--- config.mk ---
export PLATFORM = sky130hd
export DESIGN_NAME = serial_subtractor
export DESIGN_NICKNAME = d
export VERILOG_FILES = /design/src/rtl/serial_subtractor.sv
export SDC_FILE = /design/constraint.sdc
export NUM_CORES = 1
export LEC_CHECK = 0
export ABC_AREA = 1
export CORE_AREA = 2 2 65 67
export CTS_CLUSTER_DIAMETER = 100
export DETAILED_ROUTE_END_ITERATION = 16
export DIE_AREA = 0 0 67 69
export PLACE_DENSITY_LB_ADDON = 0.1
export SLEW_MARGIN = 5
export SYNTH_ARGS = -nofsm -noshare
export SYNTH_HDL_FRONTEND = slang
export SYNTH_SLANG_ARGS = --single-unit
--- constraint.sdc ---
create_clock -name clk -period 2 [get_ports clk]
set_clock_uncertainty 0.2 [all_clocks]
set_input_delay 0.5 -clock clk [delete_from_list [all_inputs] [get_ports clk]]
set_output_delay 0.5 -clock clk [all_outputs]
set_load 0.05 [all_outputs]
--- src/rtl/serial_subtractor.sv ---
// serial_subtractor
//   Bit-serial subtractor: diff = a - b - bin, computed LSB first over WIDTH
//   cycles through one full-subtractor cell and a registered borrow.
//
// Ports
//   clk    rising-edge clock
//   rst    synchronous reset, active-high; discards any operation in flight
//   start  request, sampled only while idle
//   a, b   minuend / subtrahend, captured when start is accepted
//   bin    borrow-in, captured when start is accepted
//   busy   high while bits are being processed
//   done   one-cycle pulse when diff/bout/ovf carry a new result
//   diff   registered difference, held until the next result
//   bout   borrow out of the MSB (unsigned a < b + bin)
//   ovf    two's complement overflow of a - b - bin
module serial_subtractor #(
  parameter int WIDTH = 8
) (
  input  logic             clk,
  input  logic             rst,
  input  logic             start,
  input  logic [WIDTH-1:0] a,
  input  logic [WIDTH-1:0] b,
  input  logic             bin,
  output logic             busy,
  output logic             done,
  output logic [WIDTH-1:0] diff,
  output logic             bout,
  output logic             ovf
);

  localparam int CW = $clog2(WIDTH);
  localparam logic [CW-1:0] LAST_BIT = CW'(WIDTH - 1);

  typedef enum logic [1:0] {
    IDLE  = 2'd0,
    SHIFT = 2'd1,
    DONE  = 2'd2
  } state_t;

  state_t           state_reg, state_next;
  logic [CW-1:0]    counter_reg, counter_next;
  logic [WIDTH-1:0] a_reg, a_next;
  logic [WIDTH-1:0] b_reg, b_next;
  logic [WIDTH-1:0] res_reg, res_next;
  logic [WIDTH-1:0] diff_reg, diff_next;
  logic             borrow_reg, borrow_next;
  logic             bout_reg, bout_next;
  logic             ovf_reg, ovf_next;

  // Full-subtractor cell on the current bit
  logic a_bit, b_bit, d_bit, br_out;

  assign a_bit  = a_reg[counter_reg];
  assign b_bit  = b_reg[counter_reg];
  assign d_bit  = a_bit ^ b_bit ^ borrow_reg;
  assign br_out = (~a_bit & b_bit) | (~(a_bit ^ b_bit) & borrow_reg);

  always_ff @(posedge clk) begin
    if (rst) begin
      state_reg   <= IDLE;
      counter_reg <= '0;
      a_reg       <= '0;
      b_reg       <= '0;
      res_reg     <= '0;
      diff_reg    <= '0;
      borrow_reg  <= 1'b0;
      bout_reg    <= 1'b0;
      ovf_reg     <= 1'b0;
    end else begin
      state_reg   <= state_next;
      counter_reg <= counter_next;
      a_reg       <= a_next;
      b_reg       <= b_next;
      res_reg     <= res_next;
      diff_reg    <= diff_next;
      borrow_reg  <= borrow_next;
      bout_reg    <= bout_next;
      ovf_reg     <= ovf_next;
    end
  end

  always_comb begin
    state_next   = state_reg;
    counter_next = counter_reg;
    a_next       = a_reg;
    b_next       = b_reg;
    res_next     = res_reg;
    diff_next    = diff_reg;
    borrow_next  = borrow_reg;
    bout_next    = bout_reg;
    ovf_next     = ovf_reg;

    case (state_reg)
      IDLE: begin
        if (start) begin
          a_next       = a;
          b_next       = b;
          borrow_next  = bin;
          counter_next = '0;
          state_next   = SHIFT;
        end
      end

      SHIFT: begin
        // Result bits enter at the MSB so that after WIDTH shifts the first
        // (LSB) bit has arrived at position 0.
        res_next     = {d_bit, res_reg[WIDTH-1:1]};
        borrow_next  = br_out;
        counter_next = counter_reg + CW'(1);
        if (counter_reg == LAST_BIT) begin
          diff_next    = {d_bit, res_reg[WIDTH-1:1]};
          bout_next    = br_out;
          // Borrow into the MSB differs from borrow out of it exactly when
          // the signed result does not fit.
          ovf_next     = borrow_reg ^ br_out;
          counter_next = '0;
          state_next   = DONE;
        end
      end

      DONE: begin
        state_next = IDLE;
      end

      default: begin
        state_next = IDLE;
      end
    endcase
  end

  assign busy = (state_reg == SHIFT);
  assign done = (state_reg == DONE);
  assign diff = diff_reg;
  assign bout = bout_reg;
  assign ovf  = ovf_reg;

endmodule

After elaboration in Yosys (flattened, before gate mapping)
Cells that the tools add are included.
{ "totals": {"regBits": 40, "output_inout_bits": 12, "word_cells": 42, "inputBits": 20} }
{ "classes": {"n_lt_le_gt_ge": 1, "eq_ne": 5, "bitwise_logic": 8, "add_sub_neg": 1, "n_reduce_logical": 6, "muxes": 12} }
{ "op_table": {"columns": ["op", "count"], "rows": [
  ["$reduce_and A2 Y1", 4],
  ["$bmux W1 S3", 2],
  ["$mux W3", 2],
  ["$pmux W3 S2", 1],
  ["$lt A3 B4 Y1 const B", 1],
  ["$mux W2", 2],
  ["$pmux W2 S2", 1],
  ["$add A3 B1 Y3 const B", 1],
  ["$eq A3 B3 Y1 const B", 1],
  ["$mux W1", 3],
  ["$xor A1 B1 Y1", 3],
  ["$and A1 B1 Y1", 2],
  ["$eq A2 B1 Y1 const B", 1],
  ["$eq A2 B2 Y1 const B", 1],
  ["$logic_not A2 Y1", 1],
  ["$ne A2 B1 Y1 const B", 1],
  ["$ne A2 B2 Y1 const B", 1],
  ["$not A1 Y1", 2],
  ["$pmux W1 S2", 1],
  ["$reduce_bool A2 Y1", 1],
  ["$or A1 B1 Y1", 1]
]} }

Depth between registers and ports, before layout
Gate-level depths: netlist (run 1).
{ "depth": {"word_depth": 7, "depth_mapped": 13, "depth_no_buf": 12} }

Worst setup path before layout (run 1)
Ideal clock, no wire load.
{ "synth_timing": {"kind": "reg2reg", "startpoint": "register counter_reg[0]", "endpoint": "register ovf_reg (netlist: ovf)", "t_required_ns": 1.684, "path_stages_with_launch": 12, "path_slack_ns": 0.060, "n_path_buf": 1, "period_less_slack_ns": 1.940, "arrival_ns": 1.624, "setup_ns": 0.116, "path_cell_list": "dfxtp_1 -> buf_4 -> clkinv_1 -> nand2_1 -> nand3_1 -> nand3_1 -> nand2_1 -> fa_1 -> inv_1 -> nand2_1 -> a21oi_1 -> nor2_1"} }
{ "synth_between": {"elab_chain_len": 7, "word_cells_on_any_way": 13, "classes_between": "1 x eq/ne; 4 x mux; 7 x bitwise; 1 x reduce/logical"} }
{ "synth_lines": {"columns": ["element", "line", "rtl"], "rows": [
  ["start, declared", "42", "logic [CW-1:0] counter_reg, counter_next;"],
  ["start signal, assigned", "72", "counter_reg <= counter_next;"],
  ["$bmux W1 S3, on equally long branches", "54, 55", null],
  ["$mux W1, on equally long branches", "54, 55", null],
  ["$xor A1 B1 Y1", "57", "assign br_out = (~a_bit & b_bit) | (~(a_bit ^ b_bit) & borrow_reg);"],
  ["$not A1 Y1", "57", null],
  ["$and A1 B1 Y1", "57", null],
  ["$or A1 B1 Y1", "57", null],
  ["$xor A1 B1 Y1", "116", "ovf_next = borrow_reg ^ br_out;"],
  ["end signal, assigned", "79", "ovf_reg <= ovf_next;"],
  ["end, declared", "49", "logic ovf_reg, ovf_next;"]
]} }
Parallel ways exist; a longest one is shown, timed or not. The select of a mux whose other input is x is not followed.
A chain may end at the register's enable or synchronous reset.

Worst setup path after layout (run 1)
{ "layout_timing": {"startpoint": "register counter_reg[0]", "endpoint": "register res_reg[7]"} }
{ "layout_between": {"elab_chain_len": 4, "word_cells_on_any_way": 6, "classes_between": "4 x mux; 2 x bitwise"} }
{ "layout_lines": {"columns": ["element", "line", "rtl"], "rows": [
  ["$bmux W1 S3, on equally long branches", "54, 55", null],
  ["$mux W1, on equally long branches", "54, 55", null],
  ["$xor A1 B1 Y1 (*) (2 in a row)", "56", "assign d_bit = a_bit ^ b_bit ^ borrow_reg;"],
  ["via d_bit", "52", "logic a_bit, b_bit, d_bit, br_out;"],
  ["end signal, assigned", "75", "res_reg <= res_next;"],
  ["end, declared", "45", "logic [WIDTH-1:0] res_reg, res_next;"]
]} }
The timed path passes the listed nets; every way through them passes the cells marked *. The select of a mux whose other input is x is not followed.

==> results.py, run 1 <==
metrics = {
    "critical_path": {
        "crit_path_start_kind": "flip-flop",
        "timing_worst_setup_path_type": "reg -> reg",
        "timing.critical_path.required_ps": 2030,
        "reg2reg_depth": 8,
        "end_kind": "flip-flop",
        "path_max_fanout": 4,
        "worst_ep_arrival_time_ps": 1890,
    },
    "die": {
        "core_region_um2": 3910,
        "die_h_um": 69,
        "chipWidth_um": 67,
        "fp.dieArea_um2": 4620,
        "placement_rows": 23,
        "start_util": 0.441,
        "ios": 32,
    },
    "route": {
        "met3WireLength_um": 144,
        "vias_per_cell": 4.54,
        "num_vias": 1457,
        "met2RoutedLength_um": 1440,
        "dr.max_layer_used": "met4",
        "drt-wirelength-per-cell_um": 10.6,
        "drc": 0,
        "wl_met1_um": 1780,
        "routed_wl_um": 3400,
        "detailedRoute.firstIterationViolations": 27,
        "route.antenna.remaining_nets": 0,
        "drt_pass1_iterations": 4,
    },
    "hold_path": {
        "hold_class": "reg -> reg",
        "hold-path-cell-count": 2,
    },
    "layout": {
        "fin_cells": 321,
        "syn_to_final_growth_pct": 28.1,
        "n_antenna_cell": 0,
        "final_common_cell": "nor2_1",
        "top_library_cells_by_usage_in_the_layout_fill_and_taps_aside": "nor2_1 (48), dfxtp_1 (38), nand2_1 (35), inv_1 (23), o21ai_0 (23)",
        "layout-drive-gt1-share": 0.185,
        "share_of_the_core_filled_with_cells_in_the_final_layout": 0.564,
        "final_net_count": 293,
        "filler_cell_count": 397,
    },
    "grt": {
        "wire_length_of_the_first_global_routing_pass_um": 6060,
        "grt_antenna_before_repair": 0,
        "grt_start_max_net_pins": 35,
        "total_routing_usage_reported_by_global_routing": 0.168,
        "gr-total-overflow": 0,
        "vias_in_the_first_global_route": 1294,
    },
    "yosys": {
        "syn_area_um2": 1720,
        "syn-instance-count": 234,
        "post_synth_cell_types": 22,
        "syn_avg_cell_area_um2": 7.37,
        "yosysWarnings": 0,
        "largest_cells_by_area_after_synthesis": "dfxtp_1 (45%), nor2_1 (10%), nand2_1 (7.8%), o21ai_0 (7.0%), inv_1 (5.0%)",
        "ys_seq_elements": 39,
        "seq_area_frac_synth": 0.453,
        "mappedNetlistNets": 257,
        "yosys.area.top_type_share": 0.453,
        "yosysTopAreaCell": "dfxtp_1",
    },
    "timing": {
        "unrepaired_setup_endpoints_after_global_routing": "false",
        "final_min_period_over_clock_period": 0.931,
        "finalHoldViolCount": 0,
        "fmax_ghz": 0.537,
        "layout_min_cycle_time_ps": 1860,
        "final.setup.tns_ps": 0,
        "tightest_slew_ps": 456,
        "final_max_slew_viol_count": 0,
        "worst_slew_margin_relative_to_its_limit": 0.696,
        "setup_slack_ps": 138,
        "finalSetupViolations": 0,
    },
    "clock_network": {
        "cts_inserted_buffers": 5,
        "clk_pin_slew_worst_paths_ps": 70,
        "clock_sink_count": 39,
        "worst_skew_pair.late_latency_ps": 290,
        "cts_tree": "built",
        "clk_path_buf_depth": 2,
        "clockRootBuffer": "clkbuf_8",
        "cts.hold.buffers_added": 0,
        "cts_max_level": 2,
    },
    "power": {
        "power_leakage_nw": 0.982,
        "net-switching-power_mw": 0.440,
        "max-vdd-ir-drop_mv": 0.442,
        "pwr-share-comb": 0.138,
        "p_int_mw": 1.44,
        "power.share.clock": 0.409,
        "power.density_nw_per_um2": 851,
        "seq_power_share": 0.453,
        "sw_frac_of_total": 0.234,
        "design_power_total_mw": 1.88,
    },
    "place": {
        "placed_instances": 311,
        "detailed_place_hpwl_um": 2260,
        "dp_worst_setup_slack_ps": 41.1,
        "gpl.final_weighted_congestion": 0.829,
        "port-buffer-count": 31,
    },
    "flow_run": {
        "timing.max_cap.violations": 0,
    },
    "run_status": {
        "run_status": "finished, final reports clean",
    },
}
## layout make-up
type                       count  area (um^2)  area share
multi-input combinational    160          768       0.348
inverter                      27          109      0.0493
sequential                    39          785       0.355
clock inverter                 2         60.1      0.0272
clock buffer                   6         72.6      0.0329
timing repair buffer          37          352       0.159
tap                           50         62.6      0.0283
## cell usage after synthesis (all sizes together)
cell     n
nand3   14
fa       1
clkbuf   2
dfxtp   39
buf      6
inv     26
nor2    62
nand2   40
o21ai   34
a21oi    7
ha       2
clkinv   1
## metrics by stage
stage | area, um^2 | hold slack [ps]
final | 2210 | 273
after global routing | 2210 | 305
after CTS | 2180 | 278
after detailed placement | 2050 | 266
after global placement | 2050 | 263
after floorplan | 1720 | 240
## worst paths after layout
kind | startpoint | slack [ps] | endpoint
setup reg to reg | counter_reg[0]$_SDFFE_PP0P_ | 140 | res_reg[7]$_SDFFE_PP0N_
hold reg to reg | res_reg[5]$_SDFFE_PP0N_ | 270 | res_reg[5]$_SDFFE_PP0N_
setup / recovery | counter_reg[0]$_SDFFE_PP0P_ | 140 | res_reg[7]$_SDFFE_PP0N_
hold / removal | res_reg[5]$_SDFFE_PP0N_ | 270 | res_reg[5]$_SDFFE_PP0N_
## routing by layer
layer / up-vias / global-route usage
met5: - / 0
met4: 0 / 0.0544
met1: 623 / 0.255
li1: 807 / -
met2: 22 / 0.222
met3: 5 / 0.0538
## worst max-delay path, stage by stage (launching register included)
cell     delay (ps)
dfxtp_4         360
buf_2           140
nand2_1          60
nand3_1          70
nand3_1         120
nand2_2          80
fa_2            580
o21ai_1          70
nor2_1          120
## logic make-up after synthesis
group                    Yosys count  synth area share
AO/OA/AOI/OAI                     41             0.119
flip-flops                        39             0.453
buffers and inverters             35             0.104
adder cells (fa/ha/maj)            3            0.0261
AND/OR/NAND/NOR                  116             0.298
## timing repair
item | CTS | global route
setup buffers | 0 | 1
endpoints found under the setup margin | 1 | 4
pin swaps | 0 | 2
hold endpoints to repair | 0 | 0
resized for setup | 1 | 7
gates cloned | 0 | 1
## power groups by stage
stage | sequential [mW] | combinational (mW) | clock (mW)
detailed placement | 0.867 | 0.252 | 0
floorplan | 0.862 | 0.185 | 0
CTS | 0.850 | 0.255 | 0.787
global placement | 0.867 | 0.250 | 0
global route | 0.856 | 0.302 | 0.822
finish | 0.851 | 0.260 | 0.768
Note: power is estimated with default switching activity, not from simulation.
==> inputs of run 2 (changes only) <==
- SETUP_SLACK_MARGIN: unset -> 0.3
==> run 2 against run 1 <==
Sequential cell count unchanged. Design area grew 3.5%. Routed wire length grew 3.6%. Die area stayed put. Critical path depth is 2 higher. Global-route usage up 0.40 points. Worst setup slack got worse by 27 ps. Highest routed layer unchanged. Clock power shrank 32%. Worst hold slack hardly changed. Non-clock buffer count is 3 higher. First-iteration DRC count increased by 140%.
==> results.py, run 2 (same netlist as run 1, synthesis figures left out) <==
metrics = {
    "place": {
        "port-buffer-count": 31,
        "dp_worst_setup_slack_ps": 66.9,
        "placedInstanceArea_um2": 2050,
        "gpl.final_weighted_congestion": 0.797,
        "detailed_place_hpwl_um": 2340,
    },
    "timing": {
        "setup_slack_ps": 111,
        "finalSetupViolations": 0,
        "layout_min_cycle_time_ps": 1890,
        "unrepaired_setup_endpoints_after_global_routing": "true",
        "final_max_slew_viol_count": 0,
        "fmax_ghz": 0.529,
        "finalHoldViolCount": 0,
        "worst_slew_margin_relative_to_its_limit": 0.669,
        "tightest_slew_ps": 495,
        "final.setup.tns_ps": 0,
        "final_min_period_over_clock_period": 0.945,
    },
    "route": {
        "detailedRoute.firstIterationViolations": 64,
        "drc": 0,
        "vias_per_cell": 4.60,
        "route.antenna.remaining_nets": 0,
        "drt_pass1_iterations": 4,
        "routed_wl_um": 3520,
        "num_vias": 1496,
        "drt-wirelength-per-cell_um": 10.8,
    },
    "clock_network": {
        "clockRootBuffer": "clkbuf_8",
        "clk_pin_slew_worst_paths_ps": 80,
        "cts_tree": "built",
        "clock_sink_count": 39,
        "cts_max_level": 2,
        "cts_inserted_buffers": 5,
        "worst_skew_pair.late_latency_ps": 290,
        "cts.hold.buffers_added": 0,
        "clk_path_buf_depth": 2,
    },
    "grt": {
        "wire_length_of_the_first_global_routing_pass_um": 6230,
        "grt_start_max_net_pins": 35,
        "grt_antenna_before_repair": 0,
        "gr-total-overflow": 0,
        "total_routing_usage_reported_by_global_routing": 0.172,
        "vias_in_the_first_global_route": 1405,
    },
    "die": {
        "ios": 32,
        "start_util": 0.441,
        "core_region_um2": 3910,
        "fp.dieArea_um2": 4620,
        "placement_rows": 23,
        "die_h_um": 69,
        "chipWidth_um": 67,
    },
    "power": {
        "max-vdd-ir-drop_mv": 0.445,
        "power.density_nw_per_um2": 732,
        "power_leakage_nw": 0.990,
        "design_power_total_mw": 1.67,
    },
    "flow_run": {
        "timing.max_cap.violations": 0,
    },
    "critical_path": {
        "path_max_fanout": 5,
        "cpPeakStageDelay_ps": 610,
        "worst_path_max_delay_cell": "fa_2",
        "ff2ff_setup_slack_ps": 110,
        "end_kind": "flip-flop",
        "path_cells": "buf_6 -> inv_8 -> nand2_2 -> nand2_1 -> nand2_1 -> nand3_2 -> nand2_2 -> fa_2 -> o21ai_2 -> nor2_1",
        "timing.critical_path.required_ps": 2030,
        "crit_path_start_kind": "flip-flop",
        "worst_ep_arrival_time_ps": 1920,
        "timing_worst_setup_path_type": "reg -> reg",
    },
    "layout": {
        "final_net_count": 297,
        "finish.instance_area_um2": 2290,
        "n_antenna_cell": 0,
        "syn_to_final_growth_pct": 32.6,
        "multi_input_area_um2": 842,
        "area.sequential_um2": 792,
        "top_library_cells_by_usage_in_the_layout_fill_and_taps_aside": "nor2_1 (46), dfxtp_1 (36), nand2_1 (23), o21ai_0 (23), inv_1 (20)",
        "filler_cell_count": 420,
        "final_common_cell": "nor2_1",
        "layout-drive-gt1-share": 0.291,
    },
    "run_status": {
        "run_status": "finished, final reports clean",
    },
    "hold_path": {
        "hold_class": "reg -> reg",
    },
}
[run 2: power breakdown]
group / switching, mW / internal (mW)
sequential: 0.0300 / 0.820
clock: 0.279 / 0.244
combinational: 0.161 / 0.138
[run 2: cell type report]
| cell class | instances | share of cell area |
|---|---|---|
| repair inverters | 1 | 0.00274 |
| clock inverters | 2 | 0.00547 |
| flip-flops and latches | 39 | 0.346 |
| multi-input cells | 160 | 0.368 |
| repair buffers | 40 | 0.168 |
| well taps | 50 | 0.0274 |
| clock buffers | 6 | 0.0317 |
| inverters | 27 | 0.0498 |
[run 2: critical path, delay by kind of cell (launching register included)]
kind / cells / cell delay [ps]
compound gates: 1 / 70
buf+inv: 2 / 200
simple gates: 6 / 400
flops: 1 / 360
fa+ha+maj: 1 / 610
[run 2: path summary, 6_finish.rpt]
| path | start | cells past startpoint | endpoint |
|---|---|---|---|
| min | res_reg[3]$_SDFFE_PP0N_ | 2 | res_reg[3]$_SDFFE_PP0N_ |
| max reg2reg | counter_reg[0]$_SDFFE_PP0P_ | 10 | res_reg[7]$_SDFFE_PP0N_ |
| max | counter_reg[0]$_SDFFE_PP0P_ | 10 | res_reg[7]$_SDFFE_PP0N_ |
| min reg2reg | res_reg[3]$_SDFFE_PP0N_ | 2 | res_reg[3]$_SDFFE_PP0N_ |
[run 2: repair_timing]
item                       in CTS  in global routing
setup buffers                   3                  3
setup endpoints to repair       9                 15
pin swaps                       2                 16
gates resized for setup         8                 28
gates cloned                    0                  1
[run 2: through the flow]
step           hold slack, ps  utilization  cells
2_1_floorplan             240            -    234
5_1_grt                   291        0.584    325
3_3_place_gp              264        0.524    310
4_1_cts                   276        0.556    321
6_report                  273        0.584    325
3_5_place_dp              264        0.524    310
[run 2: layer usage]
layer,vias up,global-route usage,part of all wire
li1,813,-,-
met1,654,0.233,0.51
met2,22,0.255,0.44
met3,7,0.0538,0.039
met4,0,0.0612,0.017
met5,-,0,0
==> variant 1, RTL diff (settings of run 1) <==
Set the parameter `WIDTH` to 4 (it was 8).
--- a/src/rtl/serial_subtractor.sv
+++ b/src/rtl/serial_subtractor.sv
@@ -15,5 +15,5 @@
 //   ovf    two's complement overflow of a - b - bin
 module serial_subtractor #(
-  parameter int WIDTH = 8
+  parameter int WIDTH = 4
 ) (
   input  logic             clk,
Ports: changed (resized a, b and diff); port bits go from 32 to 20. The function was not compared with the original's and may differ.
==> variant 1 against run 1 <==
Global-route usage decreased by 6.2 points; worst setup slack better by 0.017 ns; via count fell by 44%; combinational power decreased by 45%; sequential power down 43%; routed wire length fell by 38%; cell area down 45%; total power decreased by 52%; fmax rose by 0.95%; synthesized area is 47% lower; sequential cell count is 17 lower; largest power group unchanged; clock power is 65% lower.
==> variant 1: results (changes against run 1) <==
[critical_path]
critical_path_data_arrival_time_ns=1.14  ; -0.75 ns
startpoint=state_reg[0]$_SDFFE_PP0P_
critPathTopFamily=flip-flops
setup.worst_path.end=busy
r2r-end=ovf$_SDFFE_PP0P_
r2r_setup_slk_ns=0.19  ; +0.05 ns
rr_worst_depth=9  ; +1
slowest_stage=sky130_fd_sc_hd__dfxtp_1
critical_path.max_stage_delay_ns=0.41  ; -0.17 ns
critical_path_peak_fanout=7  ; +3
critPathCaptureType=output pin

[final_layout]
insertedDiodeCount=0  ; unchanged
drive_above_1_share_pct=16.55  ; -1.9 points
finish.net_count=161  ; -45%

[timing]
postLayoutSetupSlackWorst_ns=0.1555  ; +0.01749 ns
fin_worst_hold_slack_ns=0.2797  ; +0.007059 ns
slew_headroom_pct=78.87  ; +9.3 points

[hold_path]
min_delay_worst_endpoint=bout$_SDFFE_PP0P_
hold_depth=2  ; unchanged
hp-start=bout$_SDFFE_PP0P_

[logic_synthesis]
synth_top_cells_by_count=sky130_fd_sc_hd__nor2_1 (38), sky130_fd_sc_hd__dfxtp_1 (22), sky130_fd_sc_hd__nand2_1 (18)
netlist_top_cells_area=sky130_fd_sc_hd__dfxtp_1 (48%), sky130_fd_sc_hd__nor2_1 (16%), sky130_fd_sc_hd__o21ai_0 (9.3%)
seq_area_frac_synth_pct=48.35  ; +3.1 points
synth_fp_nets=137  ; -47%
synth.lib_cells_used.distinct=17  ; -23%
synth_area_per_cell_sq_um=7.405  ; +0.51%

[grt]
first_global_vias=820  ; -37%
grt_start_max_net_pins=20  ; -43%
grtUsageMet3_pct=2.610  ; -2.8 points
met2_usage_pct=17.27  ; -5.0 points
overall_routing_resource_usage_pct=10.61  ; -6.2 points
grt_use_met1_pct=12.90  ; -13 points
first_pass_grt_wire_length_um=3760  ; -38%

[power]
power.leakage_nw=0.5340  ; -46%
ir_drop_mv=0.2999  ; -32%

[detailed_routing]
antenna_violating_nets_post_route=0  ; unchanged
detail_route.iter0.violations=19  ; -30%
detailed_route_wire_length_um=2109  ; -38%
count_of_vias_placed_by_the_detailed_router=812  ; -44%

[cts]
cts_max_path_buffers=2  ; unchanged
clock_latency_on_the_worst_skew_pair_ns=0.26  ; -0.03 ns
cts_setup_buffers=0  ; unchanged
clock_tree.htree_level_count=1  ; -1
number_of_clock_buffers_inserted_by_tritoncts=3  ; -2

[placement]
dp_cells=192  ; -38%
placement.setup.worst_slack_ns=0.08617  ; +0.04503 ns
buffer_ports.inserted=19  ; -39%
place.detailed.hpwl_um=1532  ; -32%
gpl.final_weighted_congestion=0.7012  ; -15%
placement.cell_area_sq_mm=0.001171  ; -43%

[outcome]
run_status=complete, no violations

[variant 1: cell count changes after synthesis, sizes merged]
cell / run 1 / this run
nor2: 62 / 41
nand2: 40 / 20
dfxtp: 39 / 22
inv: 26 / 9
o21ai: 34 / 18
nand3: 14 / 2
buf: 6 / 1
clkbuf: 2 / 0
clkinv: 1 / 0
ha: 2 / 1
o21a: 0 / 1
[variant 1: final cells by class]
type | instances | area (sq um)
clock buffer | 3 | 41.29
fill | 437 | 2699
inverter | 9 | 33.78
multi-input combinational | 91 | 431.7
sequential | 22 | 442.9
tap | 50 | 62.56
timing repair buffer | 20 | 202.7
[variant 1: worst min-delay path: stages (launching register included)]
cell,delay [ns]
sky130_fd_sc_hd__dfxtp_1,0.32
sky130_fd_sc_hd__nand3_1,0.07
sky130_fd_sc_hd__nand2_1,0.05
[variant 1: power by group]
group	total [W]	switching [W]	leakage, nW	internal, W
sequential	0.000485	0.0000204	0.181	0.000465
clock	0.000267	0.000133	0.0216	0.000134
combinational	0.000142	0.0000789	0.331	0.0000628
total	0.000894	0.000232	0.534	0.000662
[variant 1: repair_timing]
action                                  CTS  global route
hold endpoints to repair                  0             0
resized for setup                         0             3
endpoints found under the setup margin    0             4
[variant 1: cell families (layout without fill, tap and decap cells)]
logic type      Yosys count  after routing  synth area share [%]
compound gates           26             26                 14.56
fa+ha+maj                 2              2                 3.571
buf+inv                  10             32                 4.257
flops                    22             22                 48.35
simple gates             63             63                 29.26
[variant 1: metal layers]
| layer | vias up | share of wire (%) |
|---|---|---|
| met5 | - | 0 |
| met3 | 4 | 5.4 |
| met4 | 0 | 1.7 |
| met1 | 355 | 45 |
| met2 | 16 | 48 |
| li1 | 437 | - |
==> variant 2, RTL diff (flow settings as in run 1) <==
Without the edit above. Reset style: asynchronous (`rst`), changed in one clocked block. Comments in the files are not updated.
--- a/src/rtl/serial_subtractor.sv
+++ b/src/rtl/serial_subtractor.sv
@@ -57,5 +57,5 @@
   assign br_out = (~a_bit & b_bit) | (~(a_bit ^ b_bit) & borrow_reg);
 
-  always_ff @(posedge clk) begin
+  always_ff @(posedge clk or posedge rst) begin
     if (rst) begin
       state_reg   <= IDLE;
Check against the original RTL: differs if rst is asserted again (counterexample within 4 cycles, from zero or initial values and one cycle with rst high); with rst held inactive, the same outputs for 10 cycles.
==> variant 2 against run 1 <==
Critical path depth is 6 lower; fmax fell by 1.8%; non-clock buffer count decreased by 1; final cell count is 12% lower; cell area rose by 1.9%; synthesized area up 6.0%; routed wire length grew 0.29%; sequential cell count stayed put; largest cell class unchanged; worst setup slack worse by 0.034 ns.
Power is not compared: it rests on default switching activity, and its combinational part moved more than twofold at a synthesized area within 25%.
==> variant 2: results (changes against run 1) <==
[outcome]
run_status=complete, no violations

[logic_synthesis]
synth_top_cells_by_count=sky130_fd_sc_hd__nand2_1 (47), sky130_fd_sc_hd__dfrtp_1 (39), sky130_fd_sc_hd__inv_1 (31)
seq_area_frac_synth_pct=53.39  ; +8.1 points
synth.lib_cells_used.distinct=22  ; unchanged
netlist_top_cells_area=sky130_fd_sc_hd__dfrtp_1 (53%), sky130_fd_sc_hd__nand2_1 (9.7%), sky130_fd_sc_hd__inv_1 (6.4%)
ys.flop_type=sky130_fd_sc_hd__dfrtp_1
ys_async_sr_fraction_pct=100.0  ; +100 points
synth_area_per_cell_sq_um=9.186  ; +25%
synth_warnings=0  ; unchanged
synth_fp_nets=222  ; -14%

[placement]
gpl.final_weighted_congestion=0.7625  ; -8.0%
place.detailed.hpwl_um=2460  ; +8.7%
placement.cell_area_sq_mm=0.002167  ; +5.8%
dp_cells=277  ; -11%
buffer_ports.inserted=31  ; unchanged

[final_layout]
filler_cell_count=365  ; -8.1%
drive_above_1_share_pct=20.09  ; +1.6 points
finish.net_count=258  ; -12%
insertedDiodeCount=0  ; unchanged

[critical_path]
critical_path_data_arrival_time_ns=1.20  ; -0.69 ns
critical_path_peak_fanout=18  ; +14

[grt]
antenna_found_initial=0  ; unchanged
grt-ovfl-total=0  ; unchanged
grt_start_max_net_pins=40  ; +14%
overall_routing_resource_usage_pct=16.32  ; -0.48 points
first_pass_grt_wire_length_um=5768  ; -4.8%

[cts]
cts_setup_buffers=0  ; unchanged
clock_tree_root_driver_cell=sky130_fd_sc_hd__clkbuf_8
clock_latency_on_the_worst_skew_pair_ns=0.28
clk_transition_reported_paths_ns=0.07  ; about the same
cts_max_path_buffers=2  ; unchanged
number_of_clock_buffers_inserted_by_tritoncts=5  ; unchanged
clock_tree.htree_level_count=2  ; unchanged

[detailed_routing]
average_detailed_routed_wire_length_per_instance_um=12.00  ; +13%
detail_route.iter0.violations=44  ; +63%
detailed_route_wire_length_um=3409  ; +0.29%
dr.pass1.iters=6  ; +2
count_of_vias_placed_by_the_detailed_router=1330  ; -8.7%

[power]
ir_drop_mv=0.9686
power.leakage_nw=1.125
netSwitchingFraction_pct=43.50

[timing]
slew_headroom_pct=75.41  ; +5.8 points

[hold_path]
timing.hold.worst.class=flop to flop

==> variant 2: path summary, 6_finish.rpt <==
path	start	to	slack [ns]	cells after the start
max in group asynchronous	rst	diff[2]$_DFFE_PP0P_	1.03	3
setup / recovery	state_reg[1]$_DFFE_PP0P_	busy	0.10	2
hold reg to reg	diff[7]$_DFFE_PP0P_	diff[7]$_DFFE_PP0P_	0.29	2
hold / removal	diff[7]$_DFFE_PP0P_	diff[7]$_DFFE_PP0P_	0.29	2
setup reg to reg	counter_reg[0]$_DFFE_PP0P_	diff[7]$_DFFE_PP0P_	0.11	8
min in group asynchronous	rst	a_reg[0]$_DFFE_PP0P_	0.39	3
==> variant 2: kinds of logic (layout without fill, tap and decap cells) <==
logic type | count (synthesis) | after routing | synth area share, %
AO/OA/AOI/OAI | 37 | 37 | 12.94
XOR/XNOR | 1 | 1 | 0.4792
adder cells (fa/ha/maj) | 3 | 3 | 2.464
buffers and inverters | 41 | 76 | 11.57
flip-flops | 39 | 39 | 53.39
AND/OR/NAND/NOR | 78 | 78 | 19.17
==> variant 2: area by class of cell <==
class,count,area (sq um),share of cell area (%)
clock buffer,6,72.57,3.224
multi-input combinational,119,643.1,28.57
tap,50,62.56,2.779
inverter,34,127.6,5.670
timing repair buffer,36,369.1,16.40
sequential,39,975.9,43.36
==> variant 2: repair_timing <==
action,in CTS,in global routing
hold endpoints to repair,0,0
hold buffers,0,0
gates resized for setup,0,3
endpoints found under the setup margin,0,3
==> variant 2: layer usage <==
layer	vias to the layer above	track usage, %	wire length [um]
met4	0	8.844	60
li1	679	-	-
met3	5	2.936	154
met2	23	27.17	1744
met1	623	19.48	1449
met5	-	0	0
==> variant 2: power by group through the flow <==
stage | logic, W | clock network, W | registers (W)
floorplan | 0.00113 | 0 | 0.00159
global placement | 0.00182 | 0 | 0.00132
detailed placement | 0.00187 | 0 | 0.00133
CTS | 0.00187 | 0.000493 | 0.00132
global route | 0.00210 | 0.000523 | 0.00137
finish | 0.00188 | 0.000473 | 0.00133
==> variant 2: worst max-delay path, stage by stage (launching register included) <==
cell and delay (ns):
sky130_fd_sc_hd__dfrtp_1 0.45, sky130_fd_sc_hd__nor2_8 0.28, sky130_fd_sc_hd__buf_12 0.18
==> variant 2: through the flow <==
step	total power, W	setup slack [ns]
floorplan	0.002724	0.1248
global placement	0.003146	0.1290
detailed placement	0.003201	0.09286
CTS	0.003689	0.08565
global route	0.003997	-0.01818
finish	0.003673	0.1044
